## src/rtl/fwd_tracker.sv

```systemverilog
// ---------------------------------------------------------------------------
// fwd_tracker
//
// Keeps a short history of the instructions that have left the execute
// stage (entry 0 = MEM, entry STAGES-1 = WB). From that history it works out
// which pipeline stage each EX source operand has to be bypassed from. It
// also flags load-use hazards that force EX to hold, and counts how many
// cycles those hazards cost.
//
// Ports
//   clk, rst        rising-edge clock, synchronous active-high reset
//   stall_i         pipeline freeze; all tracker state holds
//   flush_i         squash the instruction currently in EX
//   ex_valid        EX slot holds a real instruction
//   ex_rd           EX destination register
//   ex_wr           EX instruction writes ex_rd
//   ex_load         EX instruction is a load
//   ex_rs           EX source registers, source i in [i*RW +: RW]
//   dec_rs          decode-stage source registers, same packing
//   fwd_sel         one-hot per source, bit i*STAGES+k selects stage k
//   dec_fwd         decode source i reads the write-back result
//   load_use_stall  EX must hold because a source waits on a load in MEM
//   lu_count        saturating count of cycles spent in load-use stall
// ---------------------------------------------------------------------------
module fwd_tracker #(
  parameter int STAGES  = 2,
  parameter int NUM_SRC = 2,
  parameter int RW      = 5
) (
  input  logic                      clk,
  input  logic                      rst,
  input  logic                      stall_i,
  input  logic                      flush_i,
  input  logic                      ex_valid,
  input  logic [RW-1:0]             ex_rd,
  input  logic                      ex_wr,
  input  logic                      ex_load,
  input  logic [NUM_SRC*RW-1:0]     ex_rs,
  input  logic [NUM_SRC*RW-1:0]     dec_rs,
  output logic [NUM_SRC*STAGES-1:0] fwd_sel,
  output logic [NUM_SRC-1:0]        dec_fwd,
  output logic                      load_use_stall,
  output logic [31:0]               lu_count
);

  logic [STAGES-1:0] valid_q, valid_d;
  logic [STAGES-1:0] wr_q, wr_d;
  logic [STAGES-1:0] load_q, load_d;
  logic [RW-1:0]     rd_q [STAGES];
  logic [RW-1:0]     rd_d [STAGES];
  logic [31:0]       lu_count_q, lu_count_d;

  logic [STAGES-1:0] live;
  logic              lu_hit;

  // An entry can only supply a value if it really writes a non-zero register.
  always_comb begin
    for (int k = 0; k < STAGES; k++) begin
      live[k] = valid_q[k] & wr_q[k] & (rd_q[k] != '0);
    end
  end

  // Per-source priority search, youngest entry first. A hit on a load still
  // sitting in MEM consumes the match (an older copy must not be used) but
  // produces no select, because the loaded data does not exist yet.
  always_comb begin
    logic          matched;
    logic [RW-1:0] src;
    fwd_sel = '0;
    lu_hit  = 1'b0;
    matched = 1'b0;
    src     = '0;
    for (int i = 0; i < NUM_SRC; i++) begin
      matched = 1'b0;
      src     = ex_rs[i*RW +: RW];
      for (int k = 0; k < STAGES; k++) begin
        if (!matched && live[k] && (rd_q[k] == src) && (src != '0)) begin
          matched = 1'b1;
          if (k == 0 && load_q[0]) begin
            lu_hit = 1'b1;
          end else begin
            fwd_sel[i*STAGES + k] = 1'b1;
          end
        end
      end
    end
  end

  // Only a real, unsquashed consumer in EX actually has to wait for the load.
  assign load_use_stall = lu_hit & ex_valid & ~flush_i;

  // The decode bypass only looks at the write-back entry; younger producers
  // are caught later by the EX forwarding network.
  always_comb begin
    for (int i = 0; i < NUM_SRC; i++) begin
      dec_fwd[i] = live[STAGES-1]
                   && (rd_q[STAGES-1] == dec_rs[i*RW +: RW])
                   && (dec_rs[i*RW +: RW] != '0);
    end
  end

  // History shift. Entry 0 receives a bubble when EX is empty, squashed, or
  // held back by a load-use hazard, since in that case the EX instruction
  // has not really advanced.
  always_comb begin
    valid_d    = valid_q;
    wr_d       = wr_q;
    load_d     = load_q;
    rd_d       = rd_q;
    lu_count_d = lu_count_q;
    if (!stall_i) begin
      for (int k = 1; k < STAGES; k++) begin
        valid_d[k] = valid_q[k-1];
        wr_d[k]    = wr_q[k-1];
        load_d[k]  = load_q[k-1];
        rd_d[k]    = rd_q[k-1];
      end
      valid_d[0] = ex_valid & ~flush_i & ~load_use_stall;
      wr_d[0]    = ex_wr;
      load_d[0]  = ex_load;
      rd_d[0]    = ex_rd;
      if (load_use_stall && (lu_count_q != 32'hFFFF_FFFF)) begin
        lu_count_d = lu_count_q + 32'd1;
      end
    end
  end

  always_ff @(posedge clk) begin
    if (rst) begin
      valid_q    <= '0;
      wr_q       <= '0;
      load_q     <= '0;
      for (int k = 0; k < STAGES; k++) begin
        rd_q[k] <= '0;
      end
      lu_count_q <= '0;
    end else begin
      valid_q    <= valid_d;
      wr_q       <= wr_d;
      load_q     <= load_d;
      rd_q       <= rd_d;
      lu_count_q <= lu_count_d;
    end
  end

  assign lu_count = lu_count_q;

endmodule

```

## config.mk

```make
export PLATFORM = sky130hd
export DESIGN_NAME = fwd_tracker
export DESIGN_NICKNAME = d
export VERILOG_FILES = /design/src/rtl/fwd_tracker.sv
export SDC_FILE = /design/constraint.sdc
export NUM_CORES = 1
export LEC_CHECK = 0
export CAP_MARGIN = 20
export CORE_MARGIN = 2
export CORE_UTILIZATION = 53
export CTS_CLUSTER_SIZE = 40
export DETAILED_ROUTE_END_ITERATION = 10
export PLACE_DENSITY = 0.85
export SETUP_SLACK_MARGIN = 0.4
export SLEW_MARGIN = 5
export SYNTH_ARGS = -nofsm -noshare
export SYNTH_HDL_FRONTEND = slang
export SYNTH_SLANG_ARGS = --single-unit
```

## constraint.sdc

```tcl
create_clock -name clk -period 3.1 [get_ports clk]
set_input_delay 0.31 -clock clk [delete_from_list [all_inputs] [get_ports clk]]
set_output_delay 0.31 -clock clk [all_outputs]
set_load 0.01 [all_outputs]
```

# Word level (Yosys, flattened, before mapping)
# Index checks and enable logic that the tools add are counted.
[op_classes]
n_shift = 0
add_sub_neg = 1
n_mux = 11
n_bitwise = 11
div_mod_pow = 0
n_mul = 0
magnitude_cmp = 0
n_reduce_logical = 24
eq_ne = 7
[op_table]
columns = ["cell", "n"]
rows = [
  ["$add 32x1->32 const B", 1],
  ["$ne 32x32->1 const B", 1],
  ["$eq 5x5->1", 6],
  ["$reduce_bool 5->1", 6],
  ["$logic_and 1x1->1", 15],
  ["$mux 1", 11],
  ["$and 1x1->1", 8],
  ["$not 1->1", 3],
  ["$logic_not 1->1", 2],
  ["$reduce_and 2->1", 1],
]
[totals]
mem_bits_rw = 0
latch_bits = 0
mem_bits_ro = 0
in_bits = 32
word_cells = 60
regBits = 47
out_inout_bits = 39
mem_count = 0

# Logic depth before layout (Yosys ltp)
# Gate-level depths: netlist (run 1).
[depth]
word_depth = 11
mapped_depth = 9
mapped_depth_nobuf = 6

# Least setup slack after synthesis (run 1)
# No wires, ideal clock.
[synth_timing]
kind = "flip-flop to flip-flop"
from = "register lu_count_q[13] (netlist: lu_count[13])"
to = "register lu_count_q[1] (netlist: lu_count[1])"
path_stages_with_launch = 10
setup_slack_ns = 0.902
arrival_ns = 2.071
n_path_buf = 3
required_ns = 2.972
period_less_slack_ns = 2.198
setup_ns = 0.128
path_cell_list = "dfxtp_1 -> and4_1 -> buf_4 -> nand3_2 -> or4_4 -> o221ai_4 -> buf_6 -> buf_6 -> mux2i_1 -> nor2_1"
[synth_via]
elab_chain_cells = 3
[synth_lines]
columns = ["item", "line_no", "rtl"]
rows = [
  ["from (decl)", "51", "logic [31:0] lu_count_q, lu_count_d;"],
  ["from (signal assigned)", "142", "lu_count_q <= lu_count_d;"],
  ["$ne 32x32->1", "122", "if (load_use_stall && (lu_count_q != 32'hFFFF_FFFF)) begin"],
  ["$logic_and 1x1->1", "122", ""],
  ["$reduce_and 2->1 (no source line)", "-", ""],
]
# Every way passes these cells.
# A chain may end at the register's enable or synchronous reset.

# Worst setup path after layout (run 1)
[layout_timing]
from = "input ex_rs[4]"
to = "output load_use_stall"
[layout_via]
elab_chain_cells = 8
word_cells_on_any_way = 9
classes_between = "eq/ne (1); mux (3); bitwise (2); reduce/logical (3)"
[layout_lines]
columns = ["item", "line_no", "rtl"]
rows = [
  ["from (decl)", "38", "input logic [NUM_SRC*RW-1:0] ex_rs,"],
  ["$eq 5x5->1", "77", "if (!matched && live[k] && (rd_q[k] == src) && (src != '0)) begin"],
  ["$logic_and 1x1->1", "77", ""],
  ["$logic_and 1x1->1 (*)", "77", ""],
  ["$mux 1 (*)", "77", ""],
  ["$mux 1", "79", "if (k == 0 && load_q[0]) begin"],
  ["$mux 1 (*)", "77", ""],
  ["$and 1x1->1 (*) (2 in series)", "90", "assign load_use_stall = lu_hit & ex_valid & ~flush_i;"],
  ["to (decl)", "42", "output logic load_use_stall,"],
]
# Mark *: on every way between the ends. The rest lies on a longest branch, timed or not.

==> results.md, run 1 <==
* Cells after synthesis at 320
* Clk_skew at about 0.011 ns
* Most frequent cells in the layout: 67 x clkdlybuf4s50_1, 47 x dfxtp_1, 33 x nor2_1
* Area Growth Syn to Fin at 32.5%
* Peak Freq at around 370 MHz
* H-tree Lvls at 2
* Gr usage total at between 20% and 30%
* Postcts setup bufs at 0
* Max incr delay on CP at ~0.57 ns
* Unique masters post-synth at 43
* Avg Inst Size Synth at about 8.5 um2
* Hold Worst Slack at 0.502 ns
* P_leak at between 1 and 1.5 nW
* Clock Tree Buf Depth at 2
* DR iter-0 viols at 150
* Max rail drop VDD at roughly 230 uV
* # setup viols final at 0
* Final Max Tran Viols at 0
* Core Area at 5010 um2
* Final worst-path cycle share at just under 90%
* Die area at about 5700 um2
* Skew-Pair Late Insertion Delay at 0.30 ns
* Placed Area at 3440 um2
* CP startpoint kind: input pin
* I/O pin cnt at between 70 and 80
* Tmin final at about 2.7 ns
* Vias in the first global route at 2301
* Post-route cell area at ~3600 um2
* Ys flop type: dfxtp_1
* Congestion Overflow GR at 0
* Antenna Cells at 0
* CP arrival at ~2.4 ns
* P per Cell Area at around 340 nW/um2
* Nets at between 400 and 500
* Crit path cell chain: clkdlybuf4s50_1 > xnor2_1 > nand3_1 > nor4b_4 > nor2_1 > nor3_2 > clkdlybuf4s50_1
* Tot Pwr at approximately 1.2 mW
* Largest net degree at the start of global routing at 33
* CP Data Required Time at 2.79 ns
* Gpl congestion at 0.853
* Post-Route WL at slightly above 7000 um
* Cell Count, Final, Fillers Out at about 460
* Critical setup path kind: in2out
* Net count after synthesis at 353
* TritonCTS Buffers at 5
* CTS Sinks at 47
* Synthesis-stage register bit count at 47
* Slowest stage cell, crit path: clkdlybuf4s50_1
* Most common cell after layout, fill and taps aside: clkdlybuf4s50_1
* Antenna violations before repair at 0
* Post-route setup TNS at 0 ns
* Global-route wire length before repair at 10400 um
* RSZ-0062 raised after global routing: yes
* Min-Delay Path Depth at 2
* Vias per inst at approximately 5.9
* DRC Markers at 0
* Vias post-DR at about 2700
* Cell family with most CP delay: buffers and inverters
* Buf+Inv Stages, Crit Path at 2
* Post-synthesis cell area at 2710 um2
* Syn. warnings at 0
* Port Buffer Count at 70
* Setup crit end kind: primary output
* Final hold viol count at 0
* Worst Hold Class: reg2reg
* Die Wd at around 75 um
* Antenna viol nets, final at 0
* Sequential share of the synthesized area at about a third
* Worst-Margin Slew at 0.817 ns
* CP max FO at 4
* Routed WL per cell at ~16 um
* Post-DP HPWL at slightly above 5000 um
* Worst path depth at 7
* # Max-Cap Violations at 0
* DR pass1 iterations at 4
* Die height at roughly 75 um
* Async set or reset register ratio after synthesis at 0%
* Most frequent CP cell: clkdlybuf4s50_1
* CTS tree: built
* Share of cells above drive strength 1 at approximately 6%
* Status: complete, no violations
* Cell Rows at 26
* CTS clk-pin slew, worst paths at approximately 0.090 ns
* Slew headroom at 45.4%
* Starting Density at 54.0%
* Root Buffer: clkbuf_8
* Placed cells at ~450
* Post-synth EDFFs at 0
* Worst reg2reg path depth at 6
==> stage by stage <==
stage                     setup slack [ns]  util, %
after floorplan                      0.902        -
after global placement               0.388     68.6
after detailed placement             0.323     68.6
after CTS                            0.399     71.1
after global routing                 0.238     71.5
final                                0.381     71.5
==> cells in the mapped netlist, drive strengths merged (3+ instances only) <==
library cell | count | area share [%]
or4 | 4 | 1.2
nand4 | 12 | 2.8
mux2i | 15 | 5.6
o211ai | 5 | 1.4
nand3b | 3 | 0.83
nand3 | 12 | 2.4
xor2 | 18 | 5.8
a21oi | 20 | 3.7
and3 | 3 | 0.69
buf | 7 | 1.9
nor3 | 6 | 1.1
clkbuf | 12 | 1.7
xnor2 | 20 | 6.5
dfxtp | 47 | 35
nor4b | 5 | 2.7
and4 | 4 | 1.3
or3 | 19 | 4.4
o21ai | 22 | 4.1
nor4 | 6 | 1.4
nor2 | 34 | 4.8
inv | 5 | 0.69
nand2 | 19 | 2.6
a2111oi | 4 | 1.5
==> final timing paths <==
| path | startpoint | end | slack [ns] |
|---|---|---|---|
| setup reg to reg | lu_count[13] | lu_count[1] | 0.51 |
| hold / removal | lu_count[9] | lu_count[9] | 0.50 |
| hold reg to reg | lu_count[9] | lu_count[9] | 0.50 |
| setup / recovery | ex_rs[4] | load_use_stall | 0.38 |
==> cell families after synthesis <==
kind of cell / count (synthesis) / synth area share (%)
AND/OR/NAND/NOR: 133 / 27.8
AO/OA/AOI/OAI: 60 / 14.1
flip-flops: 47 / 34.8
XOR/XNOR: 38 / 12.3
buffers and inverters: 24 / 4.21
multiplexers: 17 / 6.38
adder cells (fa/ha/maj): 1 / 0.462
==> registers in the layout, summed over array words and instances (netlist names) <==
| signal | cells |
|---|---|
| lu_count | 32 |
| rd_q | 10 |
| valid_q | 2 |
| wr_q | 2 |
| load_q | 1 |
==> report_power, final <==
group / total, mW / switching (mW) / internal (mW)
clock network: 0.466 / 0.205 / 0.261
logic: 0.137 / 0.0611 / 0.0759
registers: 0.629 / 0.0167 / 0.612
total: 1.23 / 0.283 / 0.949
==> routing by layer <==
| layer | vias to the layer above | share of wire, % | GRT usage (%) |
|---|---|---|---|
| met2 | 99 | 48 | 39.0 |
| li1 | 1305 | - | - |
| met5 | - | 0 | 0 |
| met1 | 1298 | 45 | 30.9 |
| met4 | 0 | 0.80 | 7.80 |
| met3 | 5 | 5.6 | 3.97 |
==> cell type report <==
cell class              count  area [um2]
clock buffers               6        82.6
clock inverters             2        35.0
fillers                   394        1430
inverters                   5        18.8
multi-input cells         250        1680
flip-flops and latches     47         941
well taps                  70        87.6
repair buffers             75         738
==> tightest hold or removal path, delay by kind of cell, from the launching register on <==
| family | cells | cell delay [ns] |
|---|---|---|
| flip-flops | 1 | 0.34 |
| AO/OA/AOI/OAI | 2 | 0.13 |
==> repair_timing <==
| action | in CTS | in global routing |
|---|---|---|
| hold buffers | 0 | 0 |
| endpoints found under the setup margin | 3 | 5 |
| gates cloned | 0 | 1 |
| pin swaps | 0 | 1 |
| gates resized for setup | 4 | 2 |
Note: power is estimated with default switching activity, not from simulation.
==> run 2: changes to the inputs <==
--- a/config.mk
+++ b/config.mk
@@ -8,7 +8,7 @@
 export CAP_MARGIN = 20
 export CORE_MARGIN = 2
 export CORE_UTILIZATION = 53
-export CTS_CLUSTER_SIZE = 40
+export CTS_CLUSTER_SIZE = 14
 export DETAILED_ROUTE_END_ITERATION = 10
 export PLACE_DENSITY = 0.85
 export SETUP_SLACK_MARGIN = 0.4
==> results of run 2 <==
No change in the layout: final DEF, timing and power equal those of run 1.
==> run 3: changes to the inputs <==
--- a/config.mk
+++ b/config.mk
@@ -12,6 +12,7 @@
 export DETAILED_ROUTE_END_ITERATION = 10
 export PLACE_DENSITY = 0.85
 export SETUP_SLACK_MARGIN = 0.4
+export SKIP_LAST_GASP = 1
 export SLEW_MARGIN = 5
 export SYNTH_ARGS = -nofsm -noshare
 export SYNTH_HDL_FRONTEND = slang
==> results of run 3 <==
No change in the layout: final DEF, timing and power equal those of run 1.
